--- config.mk ---
export PLATFORM = sky130hd
export DESIGN_NAME = soc_system_pio_in_capture
export DESIGN_NICKNAME = d
export VERILOG_FILES = /design/src/rtl/soc_pio_in_pkg.sv /design/src/rtl/soc_pio_in_debounce.sv /design/src/rtl/soc_system_pio_in_capture.sv
export SDC_FILE = /design/constraint.sdc
export NUM_CORES = 1
export LEC_CHECK = 0
export ABC_AREA = 1
export BUFFER_PORTS_ARGS = -buffer_cell sky130_fd_sc_hd__buf_2
export CORE_ASPECT_RATIO = 0.5
export CORE_UTILIZATION = 45
export CTS_CLUSTER_SIZE = 40
export DETAILED_ROUTE_END_ITERATION = 8
export PLACE_DENSITY = 0.75
export REMOVE_ABC_BUFFERS = 1
export SLEW_MARGIN = 0
export SYNTH_ARGS = -nofsm -noshare
export SYNTH_HDL_FRONTEND = slang
export SYNTH_SLANG_ARGS = --single-unit
--- constraint.sdc ---
create_clock -name clk -period 1.1 [get_ports clk]
set_clock_uncertainty 0.1 [all_clocks]
set_input_delay 0.11 -clock clk [delete_from_list [all_inputs] [get_ports clk]]
set_output_delay 0.11 -clock clk [all_outputs]
set_load 0.03 [all_outputs]
--- src/rtl/soc_pio_in_pkg.sv ---
// Shared constants for the parametrised input-capture PIO: register word
// addresses and the Avalon data-bus width.
package soc_pio_in_pkg;

  localparam int PIO_DATA_W = 32;

  localparam logic [2:0] PIO_ADDR_DATA    = 3'd0;
  localparam logic [2:0] PIO_ADDR_RISE    = 3'd1;
  localparam logic [2:0] PIO_ADDR_FALL    = 3'd2;
  localparam logic [2:0] PIO_ADDR_CAPTURE = 3'd3;
  localparam logic [2:0] PIO_ADDR_MASK    = 3'd4;

endpackage

--- src/rtl/soc_pio_in_debounce.sv ---
// One-bit debounce filter: the output follows the synchronised input only
// after it has disagreed with the output for DEBOUNCE_CYCLES consecutive cycles.
module soc_pio_in_debounce #(
  parameter int DEBOUNCE_CYCLES = 16
) (
  input  logic clk,
  input  logic reset_n,
  input  logic din,
  output logic dout
);

  localparam int CNT_W = $clog2(DEBOUNCE_CYCLES + 1);
  localparam logic [CNT_W-1:0] CNT_LAST = CNT_W'(DEBOUNCE_CYCLES - 1);

  logic [CNT_W-1:0] cnt;

  // The edge that would take the count to DEBOUNCE_CYCLES commits the new level.
  always_ff @(posedge clk or negedge reset_n) begin
    if (!reset_n) begin
      cnt  <= '0;
      dout <= 1'b0;
    end else if (din == dout) begin
      cnt <= '0;
    end else if (cnt == CNT_LAST) begin
      cnt  <= '0;
      dout <= din;
    end else begin
      cnt <= cnt + 1'b1;
    end
  end

endmodule

--- src/rtl/soc_system_pio_in_capture.sv ---
// Avalon-MM input PIO with per-bit rise/fall edge capture and masked irq.
// Optional per-bit debounce filter compiled in by SOC_PIO_IN_DEBOUNCE_EN.
module soc_system_pio_in_capture
  import soc_pio_in_pkg::*;
#(
  parameter int WIDTH           = 8,
  parameter int SYNC_STAGES     = 2,
  parameter int DEBOUNCE_CYCLES = 16
) (
  input  logic                  clk,
  input  logic                  reset_n,
  input  logic [2:0]            address,
  input  logic                  chipselect,
  input  logic                  write_n,
  input  logic [PIO_DATA_W-1:0] writedata,
  output logic [PIO_DATA_W-1:0] readdata,
  input  logic [WIDTH-1:0]      in_port,
  output logic                  irq
);

  if (WIDTH < 1 || WIDTH > PIO_DATA_W) begin : g_bad_width
    $error("WIDTH must be 1..32");
  end
  if (SYNC_STAGES < 2 || SYNC_STAGES > 4) begin : g_bad_sync
    $error("SYNC_STAGES must be 2..4");
  end
  if (DEBOUNCE_CYCLES < 2 || DEBOUNCE_CYCLES > 65535) begin : g_bad_deb
    $error("DEBOUNCE_CYCLES must be 2..65535");
  end

  logic [WIDTH-1:0] sync_q [SYNC_STAGES];
  logic [WIDTH-1:0] sync_out;
  logic [WIDTH-1:0] filt;
  logic [WIDTH-1:0] filt_d;
  logic [WIDTH-1:0] rise_en;
  logic [WIDTH-1:0] fall_en;
  logic [WIDTH-1:0] capture;
  logic [WIDTH-1:0] irq_mask;
  logic [WIDTH-1:0] wdata;
  logic [WIDTH-1:0] rise;
  logic [WIDTH-1:0] fall;
  logic [WIDTH-1:0] edge_hit;
  logic [WIDTH-1:0] cap_clr;
  logic             wr_strobe;
  logic [PIO_DATA_W-1:0] rd_next;

  // Synchroniser stage: in_port is fully asynchronous to clk.
  always_ff @(posedge clk or negedge reset_n) begin
    if (!reset_n) begin
      for (int k = 0; k < SYNC_STAGES; k++) sync_q[k] <= '0;
    end else begin
      sync_q[0] <= in_port;
      for (int k = 1; k < SYNC_STAGES; k++) sync_q[k] <= sync_q[k-1];
    end
  end

  assign sync_out = sync_q[SYNC_STAGES-1];

`ifdef SOC_PIO_IN_DEBOUNCE_EN
  for (genvar gi = 0; gi < WIDTH; gi++) begin : g_deb
    soc_pio_in_debounce #(
      .DEBOUNCE_CYCLES(DEBOUNCE_CYCLES)
    ) u_deb (
      .clk    (clk),
      .reset_n(reset_n),
      .din    (sync_out[gi]),
      .dout   (filt[gi])
    );
  end
`else
  assign filt = sync_out;
`endif

  // Edge-detect stage: history flop and per-bit direction enables.
  always_ff @(posedge clk or negedge reset_n) begin
    if (!reset_n) filt_d <= '0;
    else          filt_d <= filt;
  end

  assign rise     = filt & ~filt_d;
  assign fall     = ~filt & filt_d;
  assign edge_hit = (rise & rise_en) | (fall & fall_en);

  assign wr_strobe = chipselect & ~write_n;
  assign wdata     = writedata[WIDTH-1:0];
  assign cap_clr   = (wr_strobe && address == PIO_ADDR_CAPTURE) ? wdata : '0;

  if (WIDTH < PIO_DATA_W) begin : g_wd_hi
    logic unused_wd_hi;
    assign unused_wd_hi = ^writedata[PIO_DATA_W-1:WIDTH];
  end

  // Register stage: a same-cycle edge overrides its own clear so no event is lost.
  always_ff @(posedge clk or negedge reset_n) begin
    if (!reset_n) begin
      rise_en  <= '0;
      fall_en  <= '0;
      irq_mask <= '0;
      capture  <= '0;
    end else begin
      capture <= (capture & ~cap_clr) | edge_hit;
      if (wr_strobe) begin
        case (address)
          PIO_ADDR_RISE: rise_en  <= wdata;
          PIO_ADDR_FALL: fall_en  <= wdata;
          PIO_ADDR_MASK: irq_mask <= wdata;
          default: ;
        endcase
      end
    end
  end

  // Address is decoded every cycle, independent of chipselect.
  always_comb begin
    rd_next = '0;
    case (address)
      PIO_ADDR_DATA:    rd_next[WIDTH-1:0] = filt;
      PIO_ADDR_RISE:    rd_next[WIDTH-1:0] = rise_en;
      PIO_ADDR_FALL:    rd_next[WIDTH-1:0] = fall_en;
      PIO_ADDR_CAPTURE: rd_next[WIDTH-1:0] = capture;
      PIO_ADDR_MASK:    rd_next[WIDTH-1:0] = irq_mask;
      default:          rd_next = '0;
    endcase
  end

  // Output stage: registered read data and interrupt level.
  always_ff @(posedge clk or negedge reset_n) begin
    if (!reset_n) begin
      readdata <= '0;
      irq      <= 1'b0;
    end else begin
      readdata <= rd_next;
      irq      <= |(capture & irq_mask);
    end
  end

endmodule
## Word-level counts from Yosys, hierarchy flattened

Index checks and enable logic that the tools add are counted.

- Mux-type cells: 2
- Reduce and logical (&&, ||, !) cells: 6
- Bitwise gates (word level): 13
- Equality and inequality tests: 4

Operators with widths:

| operator | count |
|---|---|
| bitwise AND 8 bit | 6 |
| case mux 8 bit (5 select lines) | 1 |
| NOT 8 bit | 3 |
| OR 8 bit | 2 |
| two-way mux 8 bit | 1 |
| OR reduction 8 bit | 1 |
| == test 3 x 2 -> 1 bit, second input constant | 2 |
| AND reduction 2 bit | 3 |
| == test 3 x 1 -> 1 bit, second input constant | 1 |
| == test 3 bit, second input constant | 1 |
| zero test 3 bit | 1 |
| bitwise AND 1 bit | 1 |
| logical AND 1 bit | 1 |
| NOT 1 bit | 1 |

- Input bits: 47
- Word-level logic and storage cells: 34
- Register bits after elaboration: 65

## Depth between registers and ports, before layout

Gate-level depths: netlist of the first run.

- Depth after elaboration: 7
- Depth in mapped cells: 8

## Least setup slack after synthesis of the first run

No wires, ideal clock.

- Path kind: in2reg
- Start: input address[0]
- End: register irq_mask[6]
- Arrival: 796 ps
- Setup slack: 85 ps
- Stages: 6
- Setup time: 119 ps
- Buffers on the path: 2
- Cells stage by stage: buf_6 nor2_4 nand3_4 buf_6 nand2_1 o21ai_2

- Word-level cells in the longest chain between the ends: 2

RTL lines:

| item | line | source |
|---|---|---|
| start, declared | soc_system_pio_in_capture.sv:12 | `input logic [2:0] address,` |
| == test 3 bit | soc_system_pio_in_capture.sv:103 | `case (address)` |
| AND reduction 2 bit (no source line) | - |  |
| end signal, assigned | soc_system_pio_in_capture.sv:106 | `PIO_ADDR_MASK: irq_mask <= wdata;` |
| end, declared | soc_system_pio_in_capture.sv:38 | `logic [WIDTH-1:0] irq_mask;` |

No other way between the ends.
A chain may end at the register's enable or synchronous reset.

## Worst setup path after layout of the first run

- Start: register irq
- End: output irq

RTL lines:

| item | line | source |
|---|---|---|
| start, declared | soc_system_pio_in_capture.sv:18 | `output logic irq` |
| start signal, assigned | soc_system_pio_in_capture.sv:133 | `irq <= \|(capture & irq_mask);` |

No word-level cell between the ends.

==> flow_summary_export.csv, run 1 <==
group,metric,value,unit
worst_setup_path,worst_setup_path_start_kind,"register",
route,postRouteWirelength,6.72,mm
clock_network,htree_levels,3,
worst_setup_path,crit_required,0.89,ns
timing,fin_tns_setup,0,ns
worst_setup_path,end_kind,"output pin",
clock_network,cts.sinks,65,
timing,timing.final.crit_share,98.6,%
yosys,netlist_top_cells_area,"sky130_fd_sc_hd__dfrtp_1, sky130_fd_sc_hd__nand2_1, sky130_fd_sc_hd__buf_4, sky130_fd_sc_hd__o21ai_2, sky130_fd_sc_hd__inv_1",
clock_network,clk_latency,0.34,ns
layout,final_layout_size_suffix_gt1_share,29.8,%
global_routing,grt_pass1_vias,2370,
worst_setup_path,critPathMaxStageDelay,0.36,ns
placement,place.port_buffers,31,
power_and_ir_drop,irDropWorstVdd,0.899,mV
run,max-cap-violations,0,
floorplanning,placement_rows,20,
clock_network,clk_path_buf_depth,2,
floorplanning,floorplan.initialDensity,48.2,%
power_and_ir_drop,power-per-cell-area,1760,mW/mm2
floorplanning,num_io_pins,80,
global_routing,largest_net_degree_at_the_start_of_global_routing,66,
worst_setup_path,worst-path-max-fanout,1,
layout,fin_area,0.00388,mm2
worst_setup_path,timing.critical_path.buf_inv,1,
min_path,worstHoldPathType,"in -> reg",
placement,post_dp_cell_area,0.00342,mm2
clock_network,clkTransAtPathRegs,0.05,ns
worst_setup_path,reg2reg_depth,5,
route,antenna_left,0,
yosys,yosys.area.top_type,"sky130_fd_sc_hd__dfrtp_1",
timing,rsz0062_at_grt,"true",
global_routing,grt_first_pass_wirelength,11.1,mm
layout,areaGrowthSynthToFinish,28.7,%
worst_setup_path,slowest_cell_on_crit_path,"sky130_fd_sc_hd__dfrtp_1",
floorplanning,die-area,0.00706,mm2
clock_network,cts_root_buffer,"sky130_fd_sc_hd__clkbuf_16",
yosys,synth_cells,320,
global_routing,grt_usage,21.3,%
layout,layout.filler_cells,502,
yosys,syn-cell-area,0.00302,mm2
yosys,synth.yosys.warnings,0,
yosys,synth_largest_type_area_fraction,53.9,%
timing,finalMaxSlewViolations,0,
route,route.detailed.wl_per_inst,13.3,um
power_and_ir_drop,power_leakage,0.00203,uW
yosys,sequential_area_share_after_synthesis,53.9,%
global_routing,globalRouteOverflowTotal,0,
route,detail_route.vias_per_cell,4.83,
yosys,synth.distinct_cells,23,
worst_setup_path,worst-setup-path-type,"reg -> out",
outcome,run_status,"completed",
min_path,whs_path_depth,4,
layout,final_nets,458,
yosys,synth_area_per_cell,9.43,um2
route,router_iterations_before_antenna_repair,5,
yosys,synth_mux_area_share,0,%
worst_setup_path,cp_top_family,"flip-flops",
global_routing,antenna_found_initial,0,
yosys,synth_seq_cells,65,
placement,dp_hpwl,4.47,mm
placement,routabilityCongestion,0.834,
yosys,synth_fa_ha_area_share,0,%
clock_network,cts_tree,"built",
route,dr_total_vias,2434,
clock_network,tritoncts.num_buffers,9,
worst_setup_path,path_cells,"clkbuf_4",
route,drc,0,
power_and_ir_drop,design_power_total,6830,uW
worst_setup_path,data_arrival_time_of_the_critical_path,0.87,ns
yosys,synth_top_family_by_area,"simple AND/OR/NAND/NOR gates",
yosys,synth_simple_gate_area_share,24.6,%
worst_setup_path,logic_depth_of_the_worst_path_buffers_included,1,
floorplanning,chipHeight,59.9,um
yosys,synth_xor_xnor_area_share,0,%
layout,antennaDiodeCount,0,
timing,finalHoldViolCount,0,
timing,period_needed,1.08,ns
route,initialDrtViolationCount,114,
floorplanning,floorplan.core_area,0.00626,mm2
timing,setup-violations-final,0,
yosys,synth_compound_gate_area_share,8.25,%
timing,max_freq,922,MHz
floorplanning,die_width,118,um
area by class of cell:
cell class	count	area [um2]	share of cell area, %
clock buffers	13	260	6.70
multi-input cells	213	1080	27.9
flip-flops and latches	65	1630	41.9
inverters	32	125	3.22
well taps	88	110	2.84
clock inverters	3	15.0	0.387
repair buffers	90	664	17.1
flip-flops by register name, indices dropped and copies added (netlist names), 8 cells and up:
name and cells:
sync_q 8, filt 8, capture 8, fall_en 8
filt_d 8, irq_mask 8, rise_en 8, readdata 8
cells in the final DEF (no fill, tap or decap), types with 3 or more instances in the layout:
cell / synthesis / routed
sky130_fd_sc_hd__nand4_1: 13 / 13
sky130_fd_sc_hd__o21ai_2: 16 / 16
sky130_fd_sc_hd__clkbuf_16: 0 / 9
sky130_fd_sc_hd__nand3_2: 8 / 8
sky130_fd_sc_hd__a31oi_1: 3 / 3
sky130_fd_sc_hd__dlygate4sd3_1: 0 / 17
sky130_fd_sc_hd__nor2_1: 27 / 27
sky130_fd_sc_hd__a21oi_1: 5 / 5
sky130_fd_sc_hd__buf_2: 1 / 28
sky130_fd_sc_hd__inv_1: 28 / 28
sky130_fd_sc_hd__clkinv_2: 0 / 3
sky130_fd_sc_hd__inv_2: 3 / 3
sky130_fd_sc_hd__conb_1: 1 / 24
sky130_fd_sc_hd__o21ai_1: 13 / 13
sky130_fd_sc_hd__nand2_1: 84 / 84
sky130_fd_sc_hd__nand3_1: 11 / 11
sky130_fd_sc_hd__buf_4: 25 / 42
sky130_fd_sc_hd__dfrtp_1: 65 / 65
worst paths after layout:
check                      startpoint          end  slack, ns
min reg2reg                sync_q[12]      filt[4]       0.24
min in group asynchronous     reset_n   capture[1]       0.22
max                               irq          irq       0.02
max reg2reg                capture[5]  readdata[5]       0.02
max in group asynchronous     reset_n    sync_q[8]       0.38
min                        address[0]  irq_mask[4]       0.19
per-stage QoR:
stage          utilization, %  hold slack, ns  setup WS [ns]  std cells
3_3_place_gp             54.7          0.0438        -0.0366        471
5_1_grt                  62.1           0.227        -0.0142        504
4_1_cts                  61.9           0.188       0.000183        504
3_5_place_dp             54.7          0.0503        -0.0625        471
6_report                 62.1           0.190         0.0150        504
2_1_floorplan               -          -0.286         0.0717        310
what timing repair did:
item / CTS / global route
endpoints found under the setup margin: 1 / 6
hold buffers: 17 / 0
buffers inserted: 0 / 0
pin swaps: 1 / 7
gates resized for setup: 0 / 7
hold endpoints to repair: 87 / 0
synth_stat cells:
cell / instances
sky130_fd_sc_hd__nand3_1: 11
sky130_fd_sc_hd__conb_1: 1
sky130_fd_sc_hd__nand3_4: 2
sky130_fd_sc_hd__a31oi_1: 3
sky130_fd_sc_hd__nand4_1: 13
sky130_fd_sc_hd__nand2_1: 84
sky130_fd_sc_hd__inv_1: 28
sky130_fd_sc_hd__buf_2: 1
sky130_fd_sc_hd__inv_2: 3
sky130_fd_sc_hd__buf_6: 7
sky130_fd_sc_hd__o21ai_1: 13
sky130_fd_sc_hd__nor2_1: 27
sky130_fd_sc_hd__buf_4: 25
sky130_fd_sc_hd__or2_2: 1
sky130_fd_sc_hd__nor2_8: 1
sky130_fd_sc_hd__nand2_4: 2
sky130_fd_sc_hd__nand2_2: 2
sky130_fd_sc_hd__nand3_2: 8
sky130_fd_sc_hd__o21ai_2: 16
sky130_fd_sc_hd__a21oi_1: 5
sky130_fd_sc_hd__nor2_4: 1
sky130_fd_sc_hd__inv_6: 1
sky130_fd_sc_hd__dfrtp_1: 65
power by group:
part / leakage [uW] / total (uW) / switching (uW) / internal, uW
logic: 0.00112 / 1310 / 766 / 542
registers: 0.000774 / 2910 / 199 / 2710
clock network: 0.000139 / 2610 / 980 / 1630
total: 0.00203 / 6830 / 1950 / 4890
metal layers:
layer  part of all wire [%]  track usage [%]
met1                     41             25.4
met2                     50             36.1
met3                    8.4             8.21
met4                    1.0             7.33
met5                      0                0
kinds of logic (layout without fill, tap and decap cells):
kind of cell / after synthesis / count (layout)
and+or+nand+nor: 152 / 152
other: 1 / 24
AOI/OAI and AO/OA: 37 / 37
buffers and inverters: 65 / 138
DFF: 65 / 65
Note: power is estimated with default switching activity, not from simulation.
==> run 2: changes to the inputs <==
--- a/config.mk
+++ b/config.mk
@@ -7,7 +7,7 @@
 export LEC_CHECK = 0
 export ABC_AREA = 1
 export BUFFER_PORTS_ARGS = -buffer_cell sky130_fd_sc_hd__buf_2
-export CORE_ASPECT_RATIO = 0.5
+export CORE_ASPECT_RATIO = 0.6
 export CORE_UTILIZATION = 45
 export CTS_CLUSTER_SIZE = 40
 export DETAILED_ROUTE_END_ITERATION = 8
==> flow_summary_export.csv, run 2 (synthesis gave the netlist of run 1 again) <==
group,metric,value,unit
outcome,run_status,"completed",
layout,leading_cell_type_in_the_layout_fill_and_taps_excluded,"sky130_fd_sc_hd__nand2_1",
timing,setup-violations-final,0,
route,postRouteWirelength,6.35,mm
placement,place.port_buffers,31,
route,router_iterations_before_antenna_repair,4,
global_routing,largest_net_degree_at_the_start_of_global_routing,33,
timing,finalWorstSetupSlack,0.0285,ns
worst_setup_path,data_arrival_time_of_the_critical_path,1.21,ns
clock_network,clkTransAtPathRegs,0.07,ns
global_routing,grt_usage,20.7,%
layout,final_layout_size_suffix_gt1_share,30.0,%
min_path,worstHoldPathType,"in -> async",
layout,multiInputGateArea,0.00109,mm2
global_routing,globalRouteOverflowTotal,0,
power_and_ir_drop,irDropWorstVdd,0.674,mV
clock_network,clk_path_buf_depth,2,
layout,areaGrowthSynthToFinish,26.7,%
global_routing,antenna_found_initial,0,
floorplanning,floorplan.initialDensity,48.1,%
route,antenna_left,0,
global_routing,grt_pass1_vias,2189,
global_routing,grt_first_pass_wirelength,10.5,mm
floorplanning,num_io_pins,80,
route,drc,0,
timing,finalMaxSlewViolations,0,
worst_setup_path,worst-path-max-fanout,2,
placement,pre_cts_slack,-0.0758,ns
timing,timing.final.crit_share,97.4,%
placement,routabilityCongestion,0.837,
timing,rsz0062_at_grt,"true",
floorplanning,floorplan.core_area,0.00628,mm2
layout,most-common-layout-cells,"sky130_fd_sc_hd__nand2_1, sky130_fd_sc_hd__dfrtp_1, sky130_fd_sc_hd__buf_4",
worst_setup_path,regToRegEndpoint,"irq",
worst_setup_path,worst_setup_path_start_kind,"register",
route,dr_total_vias,2311,
worst_setup_path,reg2reg_depth,3,
worst_setup_path,crit_path_end,"irq",
clock_network,cts_tree,"built",
layout,layout.filler_cells,568,
clock_network,htree_levels,3,
route,route.detailed.wl_per_inst,12.8,um
layout,area.sequential,0.00163,mm2
placement,dp_hpwl,4.62,mm
worst_setup_path,slowest_cell_on_crit_path,"sky130_fd_sc_hd__dfrtp_1",
run,max-cap-violations,0,
clock_network,clk_latency,0.35,ns
clock_network,post_cts_buffers,0,
clock_network,cts.sinks,65,
worst_setup_path,critPathMaxStageDelay,0.39,ns
layout,final_nets,456,
floorplanning,placement_rows,22,
worst_setup_path,crit_start,"capture[4]",
clock_network,cts_root_buffer,"sky130_fd_sc_hd__clkbuf_8",
layout,antennaDiodeCount,0,
route,initialDrtViolationCount,93,
worst_setup_path,regToRegSetupSlack,0.03,ns
floorplanning,die_width,108,um
power_and_ir_drop,power-per-cell-area,1590,mW/mm2
worst_setup_path,path_cells,"nand2_2 -> nand4_1 -> or2_4",
timing,finalHoldViolCount,0,
route,detail_route.vias_per_cell,4.64,
worst_setup_path,r2r-start,"capture[4]",
timing,max_freq,933,MHz
timing,period_needed,1.07,ns
floorplanning,die-area,0.00705,mm2
timing,fin_tns_setup,0,ns
clock_network,tritoncts.num_buffers,9,
worst_setup_path,end_kind,"register",
floorplanning,chipHeight,65.4,um
worst_setup_path,crit_required,1.24,ns
power_and_ir_drop,design_power_total,6070,uW
worst_setup_path,worst-setup-path-type,"reg -> reg",
power_and_ir_drop,power_leakage,0.00199,uW
[run 2: worst min-delay path by stage]
stage                 start          to
floorplan           reset_n  capture[0]
global placement    reset_n  capture[5]
detailed placement  reset_n  capture[5]
CTS                 reset_n  capture[5]
global route        reset_n  capture[5]
finish              reset_n  capture[5]
[run 2: metal layers]
layer  routed length, um  GRT usage (%)  part of all wire, %
met5                   0              0                    0
met4                  98           7.53                  1.5
met3                 275           7.54                  4.3
met2                2790           30.2                   44
met1                3190           28.2                   50
[run 2: power by group]
part           internal, uW  leakage (uW)  switching [uW]
registers              2710      0.000774             207
logic                   586       0.00112             757
clock network           930     0.0000932             877
[run 2: layout make-up]
class	instances	share of cell area, %
timing repair buffer	88	18.4
clock inverter	3	0.393
sequential	65	42.6
tap	84	2.75
multi-input combinational	213	28.5
clock buffer	13	4.16
inverter	32	3.27
[run 2: stage by stage]
stage,util (%),cells,hold WS [ns],area (um2)
after floorplan,-,310,-0.286,2830
after global placement,54.4,465,-0.0703,3420
after detailed placement,54.4,465,-0.0724,3420
after CTS,60.1,498,0.0898,3770
after global routing,60.9,498,0.118,3820
final,60.9,498,0.0875,3820
[run 2: what timing repair did]
item,in CTS,in global routing
pin swaps,2,2
hold buffers,17,0
gates cloned,0,0
gates resized for setup,5,21
setup endpoints to repair,4,12
endpoints found under the hold margin,100,0
[run 2: critical path: cells and delay by family, from the launching register on]
kind          cells  cell delay [ns]
flops             1             0.39
simple gates      3             0.48
